[src/rtl/coreriscv_axi4_refill_collector_if.sv]
// rtl/coreriscv_axi4_refill_collector_if.sv - refill beat input and assembled line output bundle
//
// Purpose: groups the refill beat handshake (from the grant finish unit) and
// the assembled line handshake (to the cache data-array writer).
// Modports:
//   slave  - the collector: consumes refill beats, produces lines.
//   master - the surrounding environment: offers beats, takes lines.
// Signals:
//   io_refill_valid/ready, io_refill_bits_*  refill beat handshake and payload
//   io_line_valid/ready, io_line_*           assembled line handshake and payload
//   io_busy                                  multibeat line partially filled
//   io_error                                 sticky beat-order error
interface coreriscv_axi4_refill_collector_if;
  logic         io_refill_valid;
  logic         io_refill_ready;
  logic [2:0]   io_refill_bits_addr_beat;
  logic         io_refill_bits_client_xact_id;
  logic [1:0]   io_refill_bits_manager_xact_id;
  logic         io_refill_bits_is_builtin_type;
  logic [3:0]   io_refill_bits_g_type;
  logic [63:0]  io_refill_bits_data;
  logic         io_line_valid;
  logic         io_line_ready;
  logic         io_line_has_data;
  logic         io_line_client_xact_id;
  logic [1:0]   io_line_manager_xact_id;
  logic [511:0] io_line_data;
  logic         io_busy;
  logic         io_error;

  modport slave (
    input  io_refill_valid,
    output io_refill_ready,
    input  io_refill_bits_addr_beat,
    input  io_refill_bits_client_xact_id,
    input  io_refill_bits_manager_xact_id,
    input  io_refill_bits_is_builtin_type,
    input  io_refill_bits_g_type,
    input  io_refill_bits_data,
    output io_line_valid,
    input  io_line_ready,
    output io_line_has_data,
    output io_line_client_xact_id,
    output io_line_manager_xact_id,
    output io_line_data,
    output io_busy,
    output io_error
  );

  modport master (
    output io_refill_valid,
    input  io_refill_ready,
    output io_refill_bits_addr_beat,
    output io_refill_bits_client_xact_id,
    output io_refill_bits_manager_xact_id,
    output io_refill_bits_is_builtin_type,
    output io_refill_bits_g_type,
    output io_refill_bits_data,
    input  io_line_valid,
    output io_line_ready,
    input  io_line_has_data,
    input  io_line_client_xact_id,
    input  io_line_manager_xact_id,
    input  io_line_data,
    input  io_busy,
    input  io_error
  );
endinterface

[src/rtl/coreriscv_axi4_refill_collector.sv]
// rtl/coreriscv_axi4_refill_collector.sv - assembles 8x64-bit refill beats into a 512-bit cache line
//
// Purpose: collects refill beats from the grant finish unit into one 512-bit
// line (beat k in bits [64k+63:64k]) and hands it, with the transaction ids
// captured from the first beat, to the data-array writer. Single-beat acks
// pass through as a data-less line (io_line_has_data = 0).
// Ports:
//   clk      clock, all state updated on the rising edge
//   reset_n  synchronous active-low reset
//   bus      collector side (slave modport) of the refill/line bundle
// Build option:
//   CORERISCV_AXI4_REFILL_ORDER_CHECK_EN - when defined, beats are placed by
//   the internal beat counter and any addr_beat mismatch or interleaved ack
//   raises the sticky io_error; otherwise beats land in slot addr_beat and
//   io_error is tied low.
module coreriscv_axi4_refill_collector (
  input  logic clk,
  input  logic reset_n,
  coreriscv_axi4_refill_collector_if.slave bus
);

  typedef enum logic {
    ST_FILL = 1'b0,
    ST_HOLD = 1'b1
  } state_e;

  state_e       state_q, state_d;
  logic [2:0]   cnt_q, cnt_d;
  logic [511:0] line_q, line_d;
  logic         cid_q, cid_d;
  logic [1:0]   mid_q, mid_d;
  logic         has_data_q, has_data_d;
`ifdef CORERISCV_AXI4_REFILL_ORDER_CHECK_EN
  logic         error_q, error_d;
`endif

  logic         accept;
  logic         multibeat;
  logic [2:0]   slot;

  always_comb begin
    accept    = (state_q == ST_FILL) && bus.io_refill_valid;
    multibeat = bus.io_refill_bits_is_builtin_type ? (bus.io_refill_bits_g_type == 4'h5)
                                                   : (bus.io_refill_bits_g_type == 4'h0);
`ifdef CORERISCV_AXI4_REFILL_ORDER_CHECK_EN
    slot = cnt_q;
`else
    slot = bus.io_refill_bits_addr_beat;
`endif

    state_d    = state_q;
    cnt_d      = cnt_q;
    line_d     = line_q;
    cid_d      = cid_q;
    mid_d      = mid_q;
    has_data_d = has_data_q;
`ifdef CORERISCV_AXI4_REFILL_ORDER_CHECK_EN
    error_d    = error_q;
`endif

    case (state_q)
      ST_FILL: begin
        if (accept) begin
          if (multibeat) begin
            line_d[{slot, 6'd0} +: 64] = bus.io_refill_bits_data;
            cnt_d = cnt_q + 3'd1;
            if (cnt_q == 3'd0) begin
              cid_d = bus.io_refill_bits_client_xact_id;
              mid_d = bus.io_refill_bits_manager_xact_id;
            end
            // Completion is decided by the counter, not by addr_beat, so an
            // out-of-order stream still closes after exactly eight beats.
            if (cnt_q == 3'd7) begin
              has_data_d = 1'b1;
              state_d    = ST_HOLD;
            end
`ifdef CORERISCV_AXI4_REFILL_ORDER_CHECK_EN
            if (bus.io_refill_bits_addr_beat != cnt_q) begin
              error_d = 1'b1;
            end
`endif
          end else if (cnt_q == 3'd0) begin
            // Ack line: ids only, the data buffer keeps its previous contents.
            cid_d      = bus.io_refill_bits_client_xact_id;
            mid_d      = bus.io_refill_bits_manager_xact_id;
            has_data_d = 1'b0;
            state_d    = ST_HOLD;
          end else begin
            // Ack interleaved with a partial line is consumed and dropped.
`ifdef CORERISCV_AXI4_REFILL_ORDER_CHECK_EN
            error_d = 1'b1;
`endif
          end
        end
      end
      ST_HOLD: begin
        if (bus.io_line_ready) begin
          state_d = ST_FILL;
        end
      end
    endcase
  end

  always_ff @(posedge clk) begin
    if (!reset_n) begin
      state_q    <= ST_FILL;
      cnt_q      <= 3'd0;
      line_q     <= '0;
      cid_q      <= 1'b0;
      mid_q      <= 2'd0;
      has_data_q <= 1'b0;
`ifdef CORERISCV_AXI4_REFILL_ORDER_CHECK_EN
      error_q    <= 1'b0;
`endif
    end else begin
      state_q    <= state_d;
      cnt_q      <= cnt_d;
      line_q     <= line_d;
      cid_q      <= cid_d;
      mid_q      <= mid_d;
      has_data_q <= has_data_d;
`ifdef CORERISCV_AXI4_REFILL_ORDER_CHECK_EN
      error_q    <= error_d;
`endif
    end
  end

  assign bus.io_refill_ready         = (state_q == ST_FILL);
  assign bus.io_line_valid           = (state_q == ST_HOLD);
  assign bus.io_busy                 = (state_q == ST_FILL) && (cnt_q != 3'd0);
  assign bus.io_line_has_data        = has_data_q;
  assign bus.io_line_client_xact_id  = cid_q;
  assign bus.io_line_manager_xact_id = mid_q;
  assign bus.io_line_data            = line_q;
`ifdef CORERISCV_AXI4_REFILL_ORDER_CHECK_EN
  assign bus.io_error                = error_q;
`else
  assign bus.io_error                = 1'b0;
`endif

endmodule
[src/flat_wrapper.sv]
// flat-port wrapper written by rule: the top's interface ports become plain ports
module coreriscv_axi4_refill_collector_flat 
  (clk, reset_n, bus_io_refill_valid, bus_io_refill_ready, bus_io_refill_bits_addr_beat, bus_io_refill_bits_client_xact_id, bus_io_refill_bits_manager_xact_id, bus_io_refill_bits_is_builtin_type, bus_io_refill_bits_g_type, bus_io_refill_bits_data, bus_io_line_valid, bus_io_line_ready, bus_io_line_has_data, bus_io_line_client_xact_id, bus_io_line_manager_xact_id, bus_io_line_data, bus_io_busy, bus_io_error);
  coreriscv_axi4_refill_collector_if bus_i ();
  input  logic clk;
  input  logic reset_n;
  input wire logic [$bits(bus_i.io_refill_valid)-1:0] bus_io_refill_valid;
  output wire logic [$bits(bus_i.io_refill_ready)-1:0] bus_io_refill_ready;
  input wire logic [$bits(bus_i.io_refill_bits_addr_beat)-1:0] bus_io_refill_bits_addr_beat;
  input wire logic [$bits(bus_i.io_refill_bits_client_xact_id)-1:0] bus_io_refill_bits_client_xact_id;
  input wire logic [$bits(bus_i.io_refill_bits_manager_xact_id)-1:0] bus_io_refill_bits_manager_xact_id;
  input wire logic [$bits(bus_i.io_refill_bits_is_builtin_type)-1:0] bus_io_refill_bits_is_builtin_type;
  input wire logic [$bits(bus_i.io_refill_bits_g_type)-1:0] bus_io_refill_bits_g_type;
  input wire logic [$bits(bus_i.io_refill_bits_data)-1:0] bus_io_refill_bits_data;
  output wire logic [$bits(bus_i.io_line_valid)-1:0] bus_io_line_valid;
  input wire logic [$bits(bus_i.io_line_ready)-1:0] bus_io_line_ready;
  output wire logic [$bits(bus_i.io_line_has_data)-1:0] bus_io_line_has_data;
  output wire logic [$bits(bus_i.io_line_client_xact_id)-1:0] bus_io_line_client_xact_id;
  output wire logic [$bits(bus_i.io_line_manager_xact_id)-1:0] bus_io_line_manager_xact_id;
  output wire logic [$bits(bus_i.io_line_data)-1:0] bus_io_line_data;
  output wire logic [$bits(bus_i.io_busy)-1:0] bus_io_busy;
  output wire logic [$bits(bus_i.io_error)-1:0] bus_io_error;
  assign bus_i.io_refill_valid = bus_io_refill_valid;
  assign bus_io_refill_ready = bus_i.io_refill_ready;
  assign bus_i.io_refill_bits_addr_beat = bus_io_refill_bits_addr_beat;
  assign bus_i.io_refill_bits_client_xact_id = bus_io_refill_bits_client_xact_id;
  assign bus_i.io_refill_bits_manager_xact_id = bus_io_refill_bits_manager_xact_id;
  assign bus_i.io_refill_bits_is_builtin_type = bus_io_refill_bits_is_builtin_type;
  assign bus_i.io_refill_bits_g_type = bus_io_refill_bits_g_type;
  assign bus_i.io_refill_bits_data = bus_io_refill_bits_data;
  assign bus_io_line_valid = bus_i.io_line_valid;
  assign bus_i.io_line_ready = bus_io_line_ready;
  assign bus_io_line_has_data = bus_i.io_line_has_data;
  assign bus_io_line_client_xact_id = bus_i.io_line_client_xact_id;
  assign bus_io_line_manager_xact_id = bus_i.io_line_manager_xact_id;
  assign bus_io_line_data = bus_i.io_line_data;
  assign bus_io_busy = bus_i.io_busy;
  assign bus_io_error = bus_i.io_error;
  coreriscv_axi4_refill_collector u_core (.clk(clk), .reset_n(reset_n), .bus(bus_i));
endmodule
[config.mk]
export PLATFORM = sky130hd
export DESIGN_NAME = coreriscv_axi4_refill_collector_flat
export DESIGN_NICKNAME = d
export VERILOG_FILES = /design/src/rtl/coreriscv_axi4_refill_collector_if.sv /design/src/rtl/coreriscv_axi4_refill_collector.sv /design/src/flat_wrapper.sv
export SDC_FILE = /design/constraint.sdc
export NUM_CORES = 1
export LEC_CHECK = 0
export BUFFER_PORTS_ARGS = -buffer_cell sky130_fd_sc_hd__buf_2
export CAP_MARGIN = 10
export CORE_AREA = 2 2 232 234
export CTS_CLUSTER_SIZE = 8
export DETAILED_ROUTE_END_ITERATION = 12
export DIE_AREA = 0 0 234 236
export PLACE_DENSITY = 0.69
export SLEW_MARGIN = 20
export SYNTH_ARGS = -nofsm -noshare
export SYNTH_HDL_FRONTEND = slang
export SYNTH_SLANG_ARGS = --single-unit
[constraint.sdc]
create_clock -name clk -period 4.2 [get_ports clk]
set_input_delay 0.84 -clock clk [delete_from_list [all_inputs] [get_ports clk]]
set_output_delay 0.84 -clock clk [all_outputs]
set_load 0.05 [all_outputs]
==> metrics.md, run 1 <==
| Metric | Value |
|---|---|
| Clock buffer depth | `3` |
| Status | `completed` |
| WL per Instance | `18.7 um` |
| Commonest non-fill, non-tap cell in the layout | `nand2_1` |
| Hold Violations, Final | `0` |
| Total grt overflow | `0` |
| CTS tree | `yes` |
| CP max FO | `60` |
| Htree depth | `3` |
| # IOs | `approximately 600` |
| PwrDens | `437 nW/um^2` |
| Cells along the critical path | `buf_2 > inv_1 > ha_1 > ha_1 > or4bb_1 > a211oi_4 > buf_4 > nand4_1 > o21ai_0` |
| Vias in the first global route | `roughly 16000` |
| Adder-Cell Fraction of Synth Area | `0.00394` |
| Full die area | `55200 sq um` |
| Synthesized area per cell | `between 9 and 10 sq um` |
| CP dominant cell by count | `ha_1` |
| Pleak | `10.7 nW` |
| Crit path to | `u_core.bus.io_line_data[216]` |
| Area grow syn2layout | `28.2%` |
| Worst skew pair latency | `about 0.58 ns` |
| CTS Buf Count | `75` |
| Yosys warning count | `0` |
| 1st-pass router iterations | `5` |
| Synthesized cell area | `around 19000 sq um` |
| Share of cells above drive strength 1 | `0.277` |
| Tmin final | `2.79 ns` |
| Port bufs | `between 500 and 600` |
| Worst setup margin | `about 1.4 ns` |
| Routability cong. | `about 0.82` |
| Post-place setup slack | `between 0.8 and 0.9 ns` |
| Nets | `2709` |
| HPWL Detailed | `between 40000 and 50000 um` |
| Post-synth top flop | `dfxtp_1` |
| Final setup TNS | `0 ns` |
| Clock Sinks | `520` |
| FF+latch count, synth | `520` |
| Detailed-route wire length | `between 60000 and 70000 um` |
| R2R depth | `5` |
| Simple-Gate Fraction of Synth Area | `0.188` |
| Final Util | `0.460` |
| Finished Cell Area | `approximately 24000 sq um` |
| Initial Utilization | `0.359` |
| Compound-Gate Fraction of Synth Area | `0.0731` |
| Post-DRT Antenna Nets | `0` |
| Cell family with most CP delay | `simple AND/OR/NAND/NOR gates` |
| Row cnt | `85` |
| Total design power | `0.0107 W` |
| Initial antenna violation count | `1` |
| Post-synth EDFFs | `0` |
| Worst min path class | `flip-flop to flip-flop` |
| Rel. slew slack | `0.239` |
| CP max stage delay | `~0.57 ns` |
| Post_cts resized | `0` |
| Unrepaired setup endpoints after global routing | `false` |
| Register area share after synthesis | `0.546` |
| Reg2reg start | `u_core.bus.io_line_valid` |
| Drt via density | `between 5 and 6` |
| CTS clk-pin slew, worst paths | `approximately 0.050 ns` |
| DR vias | `16700` |
| Crit Path Class | `primary input to flip-flop` |
| Levels on crit path | `9` |
| Unique masters post-synth | `42` |
| Final Max Tran Viols | `0` |
| Worst EP arrival | `between 3 and 4 ns` |
| Setup bufs post-CTS | `0` |
| CP startpoint kind | `primary input` |
| Die Y | `about 240 um` |
| Yosys top cell by area | `dfxtp_1` |
| FMAX | `between 0.3 and 0.4 GHz` |
| Dominant cells by area after synthesis | `dfxtp_1 (55%), mux2i_1 (14%), nand2_1 (12%)` |
| Fin crit share | `0.664` |
| Synth async-reset ratio | `0` |
| Clock root cell | `clkbuf_16` |
| Placed cell areas | `~22000 sq um` |
| Worst EP required | `between 4 and 5 ns` |
| Die extent in x | `between 200 and 250 um` |
| DRC Markers | `0` |
| Maximum VDD drop | `about 340 uV` |
| Tightest Pin Transition | `between 1 and 1.5 ns` |
| R2r setup slk | `1.60 ns` |
| Setup Skew | `~0.018 ns` |
| Core Region | `about 53000 sq um` |
| # setup viols final | `0` |
| CP Buf/Inv Count | `3` |
| RR Endpoint | `u_core.bus.io_line_data[43]` |
| Syn_nets | `roughly 2200` |
| Commonest cells after routing, fill and taps aside | `nand2_1 (606), buf_2 (596), dfxtp_1 (520)` |
| Area share of the largest cell type after synthesis | `0.546` |
| # Max-Cap Violations | `0` |
| Main combinational cell family by area after synthesis | `simple AND/OR/NAND/NOR gates` |
| Global-route wire length before repair | `about 94000 um` |
| Post-synthesis xor/xnor area fraction | `0.000459` |
| CTS Hold Bufs | `0` |
| Mux share of post-synthesis cell area | `0.137` |
| Worst Setup End Kind | `flip-flop` |
| Critical path origin | `bus_io_refill_bits_addr_beat[0]` |
| Critical path's slowest cell | `or4bb_1` |
| Fillers | `just over 5000` |
| Synth Instances | `about 2100` |
| GRT Total Usage | `0.218` |
| Largest net degree at the start of global routing | `~140` |
| Number of DRC markers in iteration 0 | `around 960` |
[tightest hold or removal path, cell delays in order (launching register included)]
cell and delay [ns]:
dfxtp_1 0.30, nand2_1 0.05, o21ai_1 0.05
[routing by layer]
layer | wire [um] | global-route usage | part of all wire | vias to the layer above
met2 | 29100 | 0.351 | 0.47 | 696
li1 | - | - | - | 8051
met3 | 5210 | 0.0610 | 0.084 | 138
met4 | 2460 | 0.106 | 0.039 | 0
met1 | 25400 | 0.266 | 0.41 | 7840
met5 | 0 | 0 | 0 | -
[kinds of logic (layout without fill, tap and decap cells)]
group                    after synthesis  count (layout)
AND/OR/NAND/NOR                      855             855
flip-flops                           520             520
AO/OA/AOI/OAI                        268             268
multiplexers                         261             261
buffers and inverters                184             720
adder cells (fa/ha/maj)                6               6
other                                  1               2
XOR/XNOR                               1               1
[sequential cells by signal, indices dropped and copies added, names as in the netlist]
name and count:
u_core.bus.io_line_client_xact_id 1, u_core.bus.io_line_data 512, u_core.bus.io_line_has_data 1, u_core.bus.io_line_manager_xact_id 2, u_core.bus.io_line_valid 1, u_core.cnt_q 3
[cell type report]
class	count	area, sq um	area share
Clock buffer	79	1930	0.0791
Antenna cell	1	2.50	0.000102
Tap cell	696	871	0.0356
Timing Repair Buffer	627	3340	0.137
Inverter	8	30.0	0.00123
Multi-Input combinational cell	1392	7780	0.318
Sequential cell	520	10400	0.426
Clock inverter	6	71.3	0.00292
[worst min path at each step]
stage | start | to | slack [ns] | cells past startpoint
detailed placement | u_core.bus.io_line_data[238] | u_core.bus.io_line_data[238] | 0.44 | 2
floorplan | u_core.cnt_q[1] | u_core.cnt_q[1] | 0.49 | 2
CTS | u_core.bus.io_line_data[248] | u_core.bus.io_line_data[248] | 0.44 | 2
finish | u_core.bus.io_line_data[248] | u_core.bus.io_line_data[248] | 0.44 | 2
global placement | u_core.bus.io_line_data[255] | u_core.bus.io_line_data[255] | 0.43 | 2
global route | u_core.bus.io_line_data[246] | u_core.bus.io_line_data[246] | 0.46 | 2
[where the power goes]
group | total, W | switching [W] | internal (W)
combinational | 0.000399 | 0.000315 | 0.0000837
clock | 0.00531 | 0.00209 | 0.00322
sequential | 0.00496 | 0.00000493 | 0.00495
[metrics by stage]
step	hold slack, ns	std cells
floorplan	0.487	2096
global placement	0.434	3243
detailed placement	0.437	3243
CTS	0.444	3328
global route	0.460	3329
finish	0.441	3329
[Yosys cell counts (2+ instances only)]
cell type and n:
nand2_1 606, dfxtp_1 520, mux2i_1 261, nand3_1 197
o21ai_0 173, clkbuf_1 116, a21oi_1 66, nand4_1 21
buf_2 20, o21ai_1 19, buf_6 14, buf_4 9
nor2_1 9, buf_1 8, buf_12 7, inv_1 7
ha_1 6, and3_1 3, nor2b_1 3, nor3_1 3
a211oi_2 2, and2_1 2, clkbuf_2 2, nor3b_1 2
o2111ai_1 2, or4b_1 2
Power figures use the tool's default switching activity.
==> run 2, diff against run 1 <==
- CORE_AREA: 2 2 232 234 -> 2 2 234 236
- DIE_AREA: 0 0 234 236 -> 0 0 236 238
- PLACE_DENSITY: 0.69 -> 0.68
- clock period: 4.2 -> 2.67 ns (I/O delays scaled with it)
==> run 2 against run 1 <==
Net effect: register-to-register slack worse by 1.1 ns; clock power up 57%; sequential share of layout area fell by 0.71 points; core utilization rose by 0.41 points; flip-flop and latch count did not move; final area rose by 1.7%; worst setup slack worse by 0.93 ns; via count grew 3.0%.
==> metrics.md, run 2 (synthesis gave the netlist of run 1 again) <==
| Metric | Value |
|---|---|
| Rel. slew slack | `0.558` |
| Die Y | `approximately 240 um` |
| Core Region | `approximately 53000 sq um` |
| Tmin final | `approximately 2.2 ns` |
| Global-route wire length before repair | `just under 100000 um` |
| WL per Instance | `approximately 19 um` |
| Routability cong. | `around 0.86` |
| Commonest non-fill, non-tap cell in the layout | `nand2_1` |
| Die extent in x | `around 240 um` |
| Worst min path class | `primary input to flip-flop` |
| Final setup TNS | `0 ns` |
| DR vias | `around 17000` |
| # setup viols final | `0` |
| Total design power | `between 0.015 and 0.02 W` |
| Fillers | `5036` |
| Placed cells | `between 3000 and 4000` |
| Setup bufs post-CTS | `0` |
| Commonest cells after routing, fill and taps aside | `nand2_1 (606), buf_2 (596), dfxtp_1 (520)` |
| DRC Markers | `0` |
| Full die area | `approximately 56000 sq um` |
| # IOs | `about 600` |
| Tightest Pin Transition | `approximately 0.66 ns` |
| # Max-Cap Violations | `0` |
| Status | `completed` |
| Drt via density | `about 5` |
| Initial antenna violation count | `4` |
| CTS Hold Bufs | `0` |
| Row cnt | `85` |
| Area grow syn2layout | `30.4%` |
| Worst skew pair latency | `approximately 0.59 ns` |
| Clock root cell | `clkbuf_16` |
| GRT Total Usage | `0.220` |
| Unrepaired setup endpoints after global routing | `false` |
| Maximum VDD drop | `457 uV` |
| 1st-pass router iterations | `7` |
| Pleak | `about 11 nW` |
| Detailed-route wire length | `around 65000 um` |
| Total grt overflow | `0` |
| Final Max Tran Viols | `0` |
| Htree depth | `3` |
| HPWL Detailed | `between 40000 and 50000 um` |
| Placed cell areas | `between 20000 and 25000 sq um` |
| CTS Buf Count | `between 70 and 80` |
| Fin crit share | `0.820` |
| Share of cells above drive strength 1 | `0.284` |
| Nets | `roughly 2700` |
| Clock buffer depth | `3` |
| Port bufs | `597` |
| Clock Sinks | `520` |
| Finished Cell Area | `24900 sq um` |
| CP max FO | `18` |
| Number of DRC markers in iteration 0 | `approximately 1100` |
| Crit Path Class | `flip-flop to flip-flop` |
| Post-DRT Antenna Nets | `0` |
| Largest net degree at the start of global routing | `about 140` |
| Max reg flops | `a little over 500` |
| CTS tree | `yes` |
| Hold Violations, Final | `0` |
| Worst EP required | `between 3 and 4 ns` |
| Vias in the first global route | `around 17000` |
| Fin cells | `around 3400` |
| CP startpoint kind | `flip-flop` |
| Worst Setup End Kind | `flip-flop` |
| PwrDens | `676 nW/um^2` |
| FMAX | `about 0.46 GHz` |
| CTS clk-pin slew, worst paths | `0.05 ns` |
| Initial Utilization | `0.356` |
| Worst EP arrival | `roughly 2.7 ns` |
| Post_cts resized | `0` |
| Setup Skew | `0.0113 ns` |
## run 2: cell types whose count changed in the layout (fill, tap and decap cells not counted), moves of 2 or more
cell      delta
diode_2      +3
buf_4       +13
clkbuf_1     +2
clkinv_8     -2
buf_12      +16
## run 2: per-layer routing
layer / vias to the layer above / track usage / part of all wire
met5: - / 0 / 0
met4: 0 / 0.103 / 0.039
met3: 146 / 0.0581 / 0.082
met2: 764 / 0.375 / 0.48
met1: 8217 / 0.257 / 0.39
li1: 8101 / - / -
## run 2: cell type report
class                   instances  area, sq um  share of cell area
clock buffers                  80         1930              0.0775
clock inverters                 6         67.6             0.00272
multi-input cells            1392         7780               0.313
well taps                     696          871              0.0350
inverters                       8         31.3             0.00126
flip-flops and latches        520        10400               0.419
repair buffers                656         3750               0.151
diodes                          4         10.0            0.000403
## run 2: worst paths after layout
kind | slack, ns | cells after the start | end | startpoint
min reg2reg | 0.44 | 2 | u_core.bus.io_line_data[477] | u_core.bus.io_line_data[477]
max reg2reg | 0.48 | 5 | u_core.bus.io_line_data[157] | u_core.bus.io_line_valid
min | 0.19 | 3 | u_core.bus.io_line_manager_xact_id[1] | bus_io_refill_bits_manager_xact_id[1]
max | 0.48 | 5 | u_core.bus.io_line_data[157] | u_core.bus.io_line_valid
## run 2: per-stage QoR
step           hold slack, ns   util  setup WS (ns)
6_report                0.186  0.465          0.480
5_1_grt                 0.185  0.465          0.371
4_1_cts                 0.141  0.464          0.443
3_5_place_dp            0.437  0.427        -0.0654
3_3_place_gp            0.433  0.427         0.0145
2_1_floorplan           0.487      -         0.0120
## run 2: critical path, cell delays in order, from the launching register on
cell     delay, ns
dfxtp_1       0.34
or4b_1        0.63
nor4_2        0.35
buf_4         0.30
buf_12        0.24
mux2i_1       0.22
## run 2: where the power goes
group          leakage [nW]  switching [W]  total [W]  internal, W
Combinational          5.73       0.000499   0.000651     0.000153
Sequential             4.19     0.00000791    0.00780      0.00779
Clock                 0.981        0.00329    0.00835      0.00506
Total                  10.9        0.00380     0.0168       0.0130
==> run 3, diff against run 2 <==
- ABC_AREA: default -> 1
- CORE_AREA: 2 2 234 236 -> 2 2 235 237
- DIE_AREA: 0 0 236 238 -> 0 0 237 239
- PLACE_DENSITY: 0.68 -> 0.71
- clock period: 2.67 -> 2.2 ns (I/O delays scaled with it)
==> run 3 against run 2 <==
Net effect: global-route usage up 6.1 points; synthesized area up 9.0%; sequential power up 22%; non-clock buffer count up 65; combinational power up 140%; worst hold slack worse by 0.097 ns; count of clock-buffer cells in the layout up 1; critical path depth up 1; via count up 27%; register-to-register slack worse by 0.05 ns; largest power group unchanged.
==> metrics.md, run 3 <==
| Metric | Value |
|---|---|
| Status | `completed` |
| Commonest non-fill, non-tap cell in the layout | `nand2_1` |
| CTS Buf Count | `75` |
| Post_cts resized | `0` |
| Synthesized cell area | `20800 sq um` |
| Synthesized area per cell | `just over 7 sq um` |
| Share of cells above drive strength 1 | `0.245` |
| CP max stage delay | `0.33 ns` |
| DRC Markers | `0` |
| Internal power | `0.0162 W` |
| Initial antenna violation count | `0` |
| Fin cells | `approximately 4100` |
| Synth cell count leaders | `nand2_1 (601), dfxtp_1 (520), nor2_1 (517)` |
| Sw frac | `0.247` |
| Fin crit share | `0.940` |
| Yosys top cell by area | `dfxtp_1` |
| Full die area | `56600 sq um` |
| Tmin final | `between 2 and 2.5 ns` |
| DR vias | `approximately 22000` |
| Crit Path Class | `flip-flop to output port` |
| Worst EP required | `1.76 ns` |
| Critical path's slowest cell | `dfxtp_1` |
| Detailed-route wire length | `between 80000 and 90000 um` |
| Htree depth | `3` |
| Largest net degree at the start of global routing | `around 110` |
| Clock root cell | `clkbuf_16` |
| Max reg flops | `slightly above 500` |
| WL met3 | `6440 um` |
| Rel. slew slack | `0.646` |
| Unique masters post-synth | `28` |
| # Max-Cap Violations | `0` |
| Drt via density | `roughly 5.3` |
| P_sw | `~0.0053 W` |
| CP Buf/Inv Count | `3` |
| Hold depth | `3` |
| Top routing layer used | `met4` |
| Worst EP arrival | `1.63 ns` |
| Vias in the first global route | `around 20000` |
| Post-place setup slack | `-0.110 ns` |
| Row cnt | `86` |
| Met1 Routed Length | `around 33000 um` |
| FF+latch count, synth | `520` |
| Post-synth EDFFs | `0` |
| Dominant cells by area after synthesis | `dfxtp_1 (50%), nand2_1 (11%), nor2_1 (9.3%)` |
| Post-synth top flop | `dfxtp_1` |
| PwrDens | `791 nW/um^2` |
| Final Max Tran Viols | `0` |
| Fillers | `between 5000 and 6000` |
| Initial Utilization | `0.382` |
| Die extent in x | `about 240 um` |
| Worst Setup End Kind | `output port` |
| CP startpoint kind | `flip-flop` |
| Cells along the critical path | `inv_1 > ha_1 > nand2_1 > inv_1 > nor2_2 > buf_6` |
| # setup viols final | `0` |
| Nets | `3506` |
| Pleak | `about 13 nW` |
| Yosys warning count | `0` |
| CP dominant cell by count | `inv_1` |
| Setup Skew | `0.0170 ns` |
| Number of DRC markers in iteration 0 | `around 1900` |
| Total grt overflow | `0` |
| Register area share after synthesis | `0.501` |
| Global-route wire length before repair | `123000 um` |
| Core Region | `roughly 54000 sq um` |
| Worst min path class | `primary input to flip-flop` |
| Count leader, synth | `nand2_1` |
| Commonest cells after routing, fill and taps aside | `nand2_1 (599), buf_2 (595), dfxtp_1 (520)` |
| Cell family with most CP delay | `flip-flops` |
| 1st-pass router iterations | `6` |
| CTS Hold Bufs | `0` |
| Port bufs | `597` |
| R2R depth | `8` |
| Unrepaired setup endpoints after global routing | `false` |
| GRT Total Usage | `0.281` |
| Levels on crit path | `6` |
| Clock Sinks | `520` |
| Combinational power share | `0.074` |
| Synth Instances | `roughly 2900` |
| Tightest Pin Transition | `approximately 0.53 ns` |
| Worst skew pair latency | `roughly 0.61 ns` |
| CTS tree | `yes` |
| # IOs | `599` |
| Maximum VDD drop | `512 uV` |
| WL per Instance | `20.0 um` |
| Seq pwr share | `0.440` |
| Area share of the largest cell type after synthesis | `0.501` |
| Post-DRT Antenna Nets | `0` |
| Synth async-reset ratio | `0` |
| FMAX | `0.483 GHz` |
| Area grow syn2layout | `31.1%` |
| Placed cells | `4048` |
| Setup bufs post-CTS | `0` |
| Hold Violations, Final | `0` |
| CTS clk-pin slew, worst paths | `about 0.05 ns` |
| Worst setup margin | `around 0.13 ns` |
| Die Y | `between 200 and 250 um` |
| Clock buffer depth | `3` |
| Part of the power in the clock network | `0.486` |
| Metal2 WL | `approximately 40000 um` |
| Syn_nets | `2952` |
| HPWL Detailed | `between 50000 and 60000 um` |
| Routability cong. | `0.893` |
| CP max FO | `3` |
==> run 3: cell types whose count changed after synthesis, moves of 33 or more <==
cell     delta
buf_2      +64
nand4_1    +33
nor2_1    +508
o21ai_0    +66
a21oi_1   +286
nand3_1   -182
inv_1      +93
nor3_1    +126
mux2i_1   -261
==> run 3: path summary, 6_finish.rpt <==
kind	from	to	slack, ns
min	bus_io_refill_bits_manager_xact_id[0]	u_core.bus.io_line_manager_xact_id[0]	0.09
max reg2reg	u_core.bus.io_line_valid	u_core.bus.io_line_data[422]	0.43
max	u_core.cnt_q[0]	bus_io_busy	0.13
min reg2reg	u_core.bus.io_line_data[355]	u_core.bus.io_line_data[355]	0.46
==> run 3: stage by stage <==
stage,util,setup TNS (ns),instance area (sq um),power (W),hold WS [ns]
6_report,0.501,0,27300,0.0216,0.0887
5_1_grt,0.501,0,27200,0.0222,0.108
4_1_cts,0.501,0,27200,0.0217,0.0529
3_5_place_dp,0.463,-15.39,25200,0.0112,0.448
3_3_place_gp,0.463,-9.19,25200,0.0112,0.444
2_1_floorplan,-,0,20800,0.0105,0.448
==> run 3: area by class of cell <==
class / instances / area [sq um] / area share
flip-flops and latches: 520 / 10400 / 0.382
multi-input cells: 1996 / 8940 / 0.328
repair buffers: 721 / 4540 / 0.167
clock buffers: 81 / 1970 / 0.0724
well taps: 704 / 881 / 0.0323
inverters: 107 / 412 / 0.0151
clock inverters: 5 / 87.6 / 0.00321
diodes: 1 / 2.50 / 0.0000918
==> run 3: layer usage <==
metal,vias to the layer above,GRT usage
li1,10400,-
met1,10200,0.343
met2,1041,0.465
met3,176,0.0574
met4,0,0.152
met5,-,0
==> run 3: logic make-up after synthesis <==
logic type | Yosys count | synth area share
buffers and inverters | 351 | 0.0742
AO/OA/AOI/OAI | 655 | 0.159
other | 1 | 0.000180
AND/OR/NAND/NOR | 1334 | 0.262
adder cells (fa/ha/maj) | 6 | 0.00361
flip-flops | 520 | 0.501
==> run 3: worst min-delay path, cell delays in order <==
cell and delay (ns):
buf_2 0.07, o21ai_0 0.07, nor2_1 0.08
==> run 3: power by group through the flow <==
stage	sequential (W)	clock, W	combinational, W
2_1_floorplan	0.00977	0	0.000755
3_3_place_gp	0.00967	0	0.00157
3_5_place_dp	0.00967	0	0.00157
4_1_cts	0.00948	0.0106	0.00158
5_1_grt	0.00947	0.0110	0.00169
6_report	0.00949	0.0105	0.00159
